$ cat config.mk
export PLATFORM = sky130hd
export DESIGN_NAME = seg_disp_arbiter
export DESIGN_NICKNAME = d
export VERILOG_FILES = /design/src/rtl/seg_pkg.sv /design/src/rtl/seg_disp_arbiter_rr_pick.sv /design/src/rtl/seg_disp_arbiter.sv
export SDC_FILE = /design/constraint.sdc
export NUM_CORES = 1
export LEC_CHECK = 0
export ABC_CLOCK_PERIOD_IN_PS = 5000
export CAP_MARGIN = 0
export CORE_UTILIZATION = 49
export CTS_CLUSTER_SIZE = 14
export DETAILED_ROUTE_END_ITERATION = 12
export PLACE_DENSITY = 0.85
export SLEW_MARGIN = 20
export SYNTH_ARGS = -nofsm -noshare
export SYNTH_HDL_FRONTEND = slang
export SYNTH_SLANG_ARGS = --single-unit
$ cat constraint.sdc
create_clock -name sys_clk -period 5 [get_ports sys_clk]
set_input_delay 1 -clock sys_clk [delete_from_list [all_inputs] [get_ports sys_clk]]
set_output_delay 1 -clock sys_clk [all_outputs]
set_load 0.03 [all_outputs]
$ cat src/rtl/seg_pkg.sv
// seg_pkg: shared definitions for the six-digit seven-segment display path.
// Used by seg_disp_arbiter and available to data_gen / seg_595_dynamic so
// all producers agree on the digit bundle widths.
//   DATA_W  : packed BCD digits (6 digits x 4 bits, minus the top nibble = 20)
//   POINT_W : decimal-point mask, one bit per digit
package seg_pkg;

  localparam int DATA_W  = 20;
  localparam int POINT_W = 6;

  // Arbiter ownership states.
  typedef enum logic [1:0] {
    IDLE  = 2'd0,
    HOLD  = 2'd1,
    SHARE = 2'd2,
    GAP   = 2'd3
  } arb_state_e;

  function automatic int max2(input int a, input int b);
    return (a > b) ? a : b;
  endfunction

endpackage

$ cat src/rtl/seg_disp_arbiter_rr_pick.sv
// rr_pick: combinational round-robin picker.
// Searches req_i starting one above ptr_i, wrapping modulo N_REQ, so the
// requester at ptr_i itself is considered last.
//   req_i : request vector
//   ptr_i : index of the last owner
//   win_o : one-hot winner (all-zero when nothing requests)
//   vld_o : a winner exists
module rr_pick
  #(parameter int N_REQ = 3,
    parameter int PTR_W = 2)
  (
  input  logic [N_REQ-1:0] req_i,
  input  logic [PTR_W-1:0] ptr_i,
  output logic [N_REQ-1:0] win_o,
  output logic             vld_o
  );

  always_comb begin
    int idx;
    idx   = 0;
    win_o = '0;
    vld_o = 1'b0;
    for (int off = 1; off <= N_REQ; off++) begin
      idx = (int'(ptr_i) + off) % N_REQ;
      if (!vld_o && req_i[idx]) begin
        win_o[idx] = 1'b1;
        vld_o      = 1'b1;
      end
    end
  end

endmodule

$ cat src/rtl/seg_disp_arbiter.sv
// seg_disp_arbiter: time-shares the seven-segment display among N_REQ
// content producers. Round-robin ownership with a minimum dwell of
// HOLD_CYC clocks and an optional GAP_CYC-clock blank between owners.
//   sys_clk, sys_rst : clock, asynchronous active-high reset
//   req              : per-requester level request
//   req_data/point/sign : packed per-requester display content
//   grant            : one-hot current owner (registered)
//   data/point/sign/seg_en : registered bundle to seg_595_dynamic,
//                      one clock behind grant
module seg_disp_arbiter
  import seg_pkg::*;
  #(parameter int N_REQ    = 3,
    parameter int HOLD_CYC = 50_000_000,
    parameter int GAP_CYC  = 2_500_000)
  (
  input  logic                       sys_clk,
  input  logic                       sys_rst,
  input  logic [N_REQ-1:0]           req,
  input  logic [N_REQ*DATA_W-1:0]    req_data,
  input  logic [N_REQ*POINT_W-1:0]   req_point,
  input  logic [N_REQ-1:0]           req_sign,
  output logic [N_REQ-1:0]           grant,
  output logic [DATA_W-1:0]          data,
  output logic [POINT_W-1:0]         point,
  output logic                       seg_en,
  output logic                       sign
  );

  localparam int PTR_W = $clog2(N_REQ);
  localparam int CNT_W = $clog2(max2(HOLD_CYC, GAP_CYC) + 1);
  localparam logic [CNT_W-1:0] HOLD_LAST = CNT_W'(HOLD_CYC - 1);
  localparam logic [CNT_W-1:0] GAP_LAST  = (GAP_CYC > 0) ? CNT_W'(GAP_CYC - 1) : '0;

  arb_state_e         state_q, state_d;
  logic [N_REQ-1:0]   grant_q, grant_d;
  logic [CNT_W-1:0]   cnt_q, cnt_d;
  logic [PTR_W-1:0]   ptr_q, ptr_d;

  logic [DATA_W-1:0]  data_q;
  logic [POINT_W-1:0] point_q;
  logic               sign_q;
  logic               seg_en_q;

  logic [N_REQ-1:0]   pick_win;
  logic               pick_vld;
  logic [PTR_W-1:0]   pick_idx;

  logic               owner_req;
  logic               others_req;
  logic               leave;
  logic               take;

  rr_pick #(.N_REQ(N_REQ), .PTR_W(PTR_W)) u_rr_pick (
    .req_i (req),
    .ptr_i (ptr_q),
    .win_o (pick_win),
    .vld_o (pick_vld)
  );

  // One-hot winner back to an index for the last-owner pointer.
  always_comb begin
    pick_idx = '0;
    for (int i = 0; i < N_REQ; i++) begin
      if (pick_win[i]) pick_idx = PTR_W'(i);
    end
  end

  always_comb begin
    state_d    = state_q;
    grant_d    = grant_q;
    cnt_d      = cnt_q;
    ptr_d      = ptr_q;
    leave      = 1'b0;
    take       = 1'b0;
    owner_req  = |(req & grant_q);
    others_req = |(req & ~grant_q);

    case (state_q)
      IDLE: begin
        if (pick_vld) take = 1'b1;
      end
      HOLD: begin
        // The last dwell cycle already behaves like SHARE so the grant
        // lasts exactly HOLD_CYC cycles when someone else is waiting.
        if (!owner_req || (cnt_q == HOLD_LAST && others_req)) begin
          leave = 1'b1;
        end else if (cnt_q == HOLD_LAST) begin
          state_d = SHARE;
        end else begin
          cnt_d = cnt_q + CNT_W'(1);
        end
      end
      SHARE: begin
        // Counter stays saturated at HOLD_LAST here.
        if (!owner_req || others_req) leave = 1'b1;
      end
      GAP: begin
        if (cnt_q == GAP_LAST) begin
          // Winner chosen from the requests present now, not at GAP entry.
          if (pick_vld) begin
            take = 1'b1;
          end else begin
            state_d = IDLE;
            cnt_d   = '0;
          end
        end else begin
          cnt_d = cnt_q + CNT_W'(1);
        end
      end
      default: state_d = IDLE;
    endcase

    if (leave) begin
      grant_d = '0;
      cnt_d   = '0;
      if (!others_req)       state_d = IDLE;
      else if (GAP_CYC == 0) take    = 1'b1;
      else                   state_d = GAP;
    end

    if (take) begin
      state_d = HOLD;
      grant_d = pick_win;
      ptr_d   = pick_idx;
      cnt_d   = '0;
    end
  end

  // Live content of the current owner; all-zero when nobody owns.
  logic [DATA_W-1:0]  mux_data;
  logic [POINT_W-1:0] mux_point;
  logic               mux_sign;

  always_comb begin
    mux_data  = '0;
    mux_point = '0;
    mux_sign  = 1'b0;
    for (int i = 0; i < N_REQ; i++) begin
      if (grant_q[i]) begin
        mux_data  = mux_data  | req_data[i*DATA_W +: DATA_W];
        mux_point = mux_point | req_point[i*POINT_W +: POINT_W];
        mux_sign  = mux_sign  | req_sign[i];
      end
    end
  end

  always_ff @(posedge sys_clk or posedge sys_rst) begin
    if (sys_rst) begin
      state_q  <= IDLE;
      grant_q  <= '0;
      cnt_q    <= '0;
      ptr_q    <= PTR_W'(N_REQ - 1);
      data_q   <= '0;
      point_q  <= '0;
      sign_q   <= 1'b0;
      seg_en_q <= 1'b0;
    end else begin
      state_q  <= state_d;
      grant_q  <= grant_d;
      cnt_q    <= cnt_d;
      ptr_q    <= ptr_d;
      data_q   <= mux_data;
      point_q  <= mux_point;
      sign_q   <= mux_sign;
      seg_en_q <= |grant_q;
    end
  end

  assign grant  = grant_q;
  assign data   = data_q;
  assign point  = point_q;
  assign sign   = sign_q;
  assign seg_en = seg_en_q;

endmodule

==> results of run 1 <==
## cell usage after synthesis (5+ instances only)
| cell type | n | area [sq um] |
|---|---|---|
| or3_1 | 10 | 62.56 |
| nand3_1 | 17 | 85.08 |
| ha_1 | 9 | 112.6 |
| a222oi_1 | 29 | 290.3 |
| a21oi_1 | 13 | 65.06 |
| nor2b_1 | 5 | 31.28 |
| nand4_1 | 9 | 56.30 |
| nor4_1 | 7 | 43.79 |
| nor3_1 | 15 | 75.07 |
| nor2_1 | 8 | 30.03 |
| o21ai_0 | 34 | 170.2 |
| nand2_1 | 32 | 120.1 |
| nand3b_1 | 6 | 45.04 |
| clkbuf_1 | 12 | 45.04 |
| dfrtp_1 | 60 | 1501 |
| inv_1 | 47 | 176.4 |
| nand2b_1 | 6 | 37.54 |
## registers in the layout, indices dropped and copies added (netlist names)
register and cells:
ptr_q 2, point 6, data 20, seg_en 1, grant 3, cnt_q 26
sign 1, state_q 2
## worst max path at each step
| stage | start | endpoint | slack, ns | cells after the start |
|---|---|---|---|---|
| 2_1_floorplan | req[2] | cnt_q[24] | 1.94 | 7 |
| 3_3_place_gp | req[2] | cnt_q[24] | 1.10 | 8 |
| 3_5_place_dp | req[2] | cnt_q[24] | 1.02 | 8 |
| 4_1_cts | cnt_q[11] | cnt_q[24] | 1.34 | 7 |
| 5_1_grt | cnt_q[0] | cnt_q[6] | 1.0 | 8 |
| 6_report | cnt_q[0] | cnt_q[20] | 1.27 | 8 |
## layout make-up
cell class	count	area, sq um
clock buffers	11	141.4
clock inverters	5	83.83
fillers	477	1896
inverters	47	176.4
multi-input cells	249	1640
flip-flops and latches	61	1528
well taps	80	100.1
repair buffers	120	1191
## metrics by stage
| step | setup WS, ns | instance area, sq um |
|---|---|---|
| final | 1.269 | 4861 |
| after global routing | 0.9994 | 4861 |
| after global placement | 1.100 | 4636 |
| after detailed placement | 1.021 | 4636 |
| after CTS | 1.344 | 4861 |
| after floorplan | 1.940 | 3416 |
## power by group through the flow
stage	Combinational [mW]	Sequential [mW]	Clock, mW
after floorplan	0.715	0.968	0
after global placement	1.38	0.784	0
after detailed placement	1.41	0.791	0
after CTS	1.42	0.788	0.507
after global routing	1.55	0.809	0.528
final	1.44	0.789	0.502
## cells by family after synthesis
logic type | Yosys count | synth area share, %
muxes | 2 | 0.6227
DFF | 61 | 44.73
buffers and inverters | 65 | 7.253
AOI/OAI and AO/OA | 101 | 21.36
and+or+nand+nor | 137 | 22.75
adders and majority gates | 9 | 3.297
## metal layers
layer | vias up | track usage [%] | part of all wire, %
met3 | 27 | 10.59 | 11
met4 | 0 | 11.52 | 2.3
li1 | 1630 | - | -
met1 | 1684 | 34.70 | 37
met2 | 210 | 48.87 | 49
met5 | - | 0 | 0
==> results.cfg, run 1 <==
[grt]
gr-total-overflow = 0
antenna_found_initial = 0
grt_util_all_layers_pct = 29.33
grt_pass1_vias = 3456
grt_pass1_wl_um = 16640
grt_max_degree = 35

[final_layout]
fin_cells = 573
final_nets = 583
n_antenna_cell = 0
final_util_pct = 71.94
drive_above_1_share_pct = 5.882
layout_common_cells = clkdlybuf4s50_1, dfrtp_1, inv_1
areaGrowthSynthToFinish_pct = 42.31
final_common_cell = clkdlybuf4s50_1

[drt]
vias_per_cell = 6.197
firstDrtPassIters = 8
routed_wl_um = 10370
remaining_drc_errors = 0
ant_nets = 0
wl_per_cell_um = 18.09
drt_iter0_markers = 374
num_vias = 3551

[yosys]
seq_area_frac_synth_pct = 44.73
synth_cell_types = 51
syn_area_sq_mm = 0.003416
ys.flop_type = dfrtp_1
synth_edf_count = 0
synth_seq_cells = 61
synth.avg_cell_area_sq_um = 9.109
synthCells = 375
synthesis.nets = 470
async_reset_ff_share_pct = 100.0
yosysWarnings = 0

[cts]
h-tree-depth = 3
postCtsHoldBufs = 0
clkTransAtPathRegs_ns = 0.07
clockBufferDepth = 2
cts_tree = done
post_cts_resize_count = 0
worstSkewPairLatency_ns = 0.34
cts_root_buf = clkbuf_8
post_cts_buffers = 0
cts_inserted_buffers = 9
numClockSinks = 61

[critical_path]
worst-r2r-cell-count = 8
r2r-end = cnt_q[20]
cp_max_fo = 27
r2r_start = cnt_q[0]
rrSetupSlack_ns = 1.27
required_ns = 5.26
path_delay_family = simple AND/OR/NAND/NOR gates
cpMaxStageDelayCell = nor3b_4
worstSetupPathType = reg2reg
worstPathCellList = ha_1 > nand3_1 > or4_1 > or3_4 > o22ai_1 > nor3b_4 > o21ai_0 > o21ai_0
path_buf_inv = 0
slowest_delay_ns = 0.90
startpoint_type = flip-flop
worst_path_most_repeated_cell = o21ai_0
cp_data_arrival_time_ns = 3.99
endpoint_kind = flip-flop

[sta]
rsz0062_at_grt = false
setup_viol = 0
worstMarginPinSlew_ns = 1.044
holdWs_ns = 0.5226
period_needed_ns = 3.731
finalHoldViolCount = 0
final.setup.tns_ns = 0
fin_crit_sh_pct = 74.62
slew_headroom_pct = 30.37
fin_worst_skew_ns = 0.01044
fmax_ghz = 0.2680
drv_slew = 0

[worst_hold_path]
hold-path-endpoint = cnt_q[24]
hp-start = cnt_q[24]
worst_hold_path.num_cells = 1
hp-class = reg2reg

[die]
core_sq_mm = 0.006756
initial_core_util_pct = 50.56
die_w_um = 85.49
io_pins = 117
die_h_um = 85.49
rows = 30
die_area_sq_mm = 0.007309

[pwr]
fin_total_pwr_mw = 2.728
p_sw_share_pct = 44.66
p_switching_mw = 1.218
power_frac_comb_pct = 52.7
irDropWorstVdd_v = 0.0002944
p_leak_nw = 2.093
power_density_mw_per_mm2 = 561.2
clkPwrFrac_pct = 18.4
seqPwrFrac_pct = 28.9
internal_power_mw = 1.510

[run_status]
status = completed

[flow_run]
cap_violations = 0

[placement]
dp.cells = 557
io_buffer_count = 116
post-dp-hpwl_um = 7243
gp_congestion = 0.9237
Note: power is estimated with default switching activity, not from simulation.
==> inputs of run 2 (changes only) <==
--- a/config.mk
+++ b/config.mk
@@ -5,12 +5,12 @@
 export SDC_FILE = /design/constraint.sdc
 export NUM_CORES = 1
 export LEC_CHECK = 0
-export ABC_CLOCK_PERIOD_IN_PS = 5000
+export ABC_CLOCK_PERIOD_IN_PS = 3700
 export CAP_MARGIN = 0
-export CORE_UTILIZATION = 49
+export CORE_UTILIZATION = 46
 export CTS_CLUSTER_SIZE = 14
 export DETAILED_ROUTE_END_ITERATION = 12
-export PLACE_DENSITY = 0.85
+export PLACE_DENSITY = 0.81
 export SLEW_MARGIN = 20
 export SYNTH_ARGS = -nofsm -noshare
 export SYNTH_HDL_FRONTEND = slang
==> constraint.sdc (replaced) <==
create_clock -name sys_clk -period 3.7 [get_ports sys_clk]
set_input_delay 0.74 -clock sys_clk [delete_from_list [all_inputs] [get_ports sys_clk]]
set_output_delay 0.74 -clock sys_clk [all_outputs]
set_load 0.03 [all_outputs]
==> results.cfg, run 2 (synthesis gave the netlist of run 1 again) <==
[final_layout]
n_antenna_cell = 0
drive_above_1_share_pct = 7.769
largest-register = cnt_q
final_common_cell = clkdlybuf4s50_1
final_util_pct = 68.04
fin_area_sq_mm = 0.004908
layout_common_cells = clkdlybuf4s50_1, dfrtp_1, inv_1
largest_reg_flops = 26
final_nets = 592
areaGrowthSynthToFinish_pct = 43.70

[pwr]
p_leak_nw = 2.114
irDropWorstVdd_v = 0.0003631
power_density_mw_per_mm2 = 734.3

[placement]
io_buffer_count = 116
placed_cell_area_sq_mm = 0.004727
gp_congestion = 0.9544
post-dp-hpwl_um = 7623

[drt]
vias_per_cell = 5.850
wl_per_cell_um = 16.95
firstDrtPassIters = 8
drt_iter0_markers = 399
remaining_drc_errors = 0
ant_nets = 0
num_vias = 3516
routed_wl_um = 10190

[cts]
cts_inserted_buffers = 9
postCtsHoldBufs = 0
numClockSinks = 61
clkTransAtPathRegs_ns = 0.07
post_cts_resize_count = 0
cts_root_buf = clkbuf_8
cts_tree = done
worstSkewPairLatency_ns = 0.35
h-tree-depth = 3
post_cts_buffers = 0
clockBufferDepth = 2

[sta]
worstMarginPinSlew_ns = 0.9426
drv_slew = 0
setup_viol = 0
fmax_ghz = 0.3091
fin_worst_skew_ns = 0.009335
holdWs_ns = 0.5170
final.setup.tns_ns = 0
rsz0062_at_grt = false
slew_headroom_pct = 36.17
fin_crit_sh_pct = 87.44
period_needed_ns = 3.235
finalHoldViolCount = 0

[die]
die_w_um = 88.17
die_area_sq_mm = 0.007774
initial_core_util_pct = 47.35
rows = 31
die_h_um = 88.17
io_pins = 117
core_sq_mm = 0.007214

[critical_path]
required_ns = 3.94
cp_data_arrival_time_ns = 3.47
endpoint_kind = flip-flop
cp_max_fo = 26
worstSetupPathType = reg2reg
startpoint_type = flip-flop

[grt]
gr-total-overflow = 0
grt_util_all_layers_pct = 28.13
grt_pass1_wl_um = 16440
grt_pass1_vias = 3442
grt_max_degree = 27
antenna_found_initial = 0

[run_status]
status = completed

[worst_hold_path]
hp-class = reg2reg

[flow_run]
cap_violations = 0
==> run 2: per-layer routing <==
layer | global-route usage (%) | wire length [um] | vias up
met5 | 0 | 0 | -
met4 | 9.971 | 179 | 0
met2 | 46.64 | 5034 | 173
met1 | 32.02 | 3866 | 1672
li1 | - | - | 1652
met3 | 12.82 | 1107 | 19
==> run 2: critical path: stages (launching register included) <==
cell	delay, ns
dfrtp_1	0.41
or4b_1	0.57
or4_1	0.53
or3_4	0.45
a211oi_4	0.44
nor3b_4	0.08
buf_4	0.23
a21o_1	0.18
a22o_1	0.22
==> run 2: worst paths after layout <==
kind	start	endpoint	slack, ns	cells after the start
max in group asynchronous	sys_rst	data[17]	2.30	3
worst max register to register	cnt_q[11]	cnt_q[3]	0.46	8
worst max-delay path	cnt_q[11]	cnt_q[3]	0.46	8
min in group asynchronous	sys_rst	data[18]	0.71	2
worst min-delay path	cnt_q[24]	cnt_q[24]	0.52	1
worst min register to register	cnt_q[24]	cnt_q[24]	0.52	1
==> run 2: layout make-up <==
cell class                      instances  area (sq um)
Timing Repair Buffer                  129          1259
Sequential cell                        61          1528
Fill cell                             562          2306
Multi-Input combinational cell        249          1640
Clock inverter                          7         57.56
Clock buffer                            9         123.9
Inverter                               47         176.4
Tap cell                               99         123.9
==> run 2: report_power, final <==
part / internal [mW] / switching (mW) / leakage (nW) / total (mW)
Combinational: 0.824 / 1.21 / 1.21 / 2.04
Sequential: 0.878 / 0.140 / 0.822 / 1.02
Clock: 0.250 / 0.298 / 0.0829 / 0.549
Total: 1.95 / 1.65 / 2.11 / 3.60
==> run 2: per-stage QoR <==
stage          cells  setup slack (ns)  total power [mW]
3_5_place_dp     585            0.1697             3.044
2_1_floorplan    375            0.7266             2.274
5_1_grt          601            0.3134             3.837
4_1_cts          601            0.4707             3.601
3_3_place_gp     585            0.2559             3.000
6_report         601            0.4646             3.604
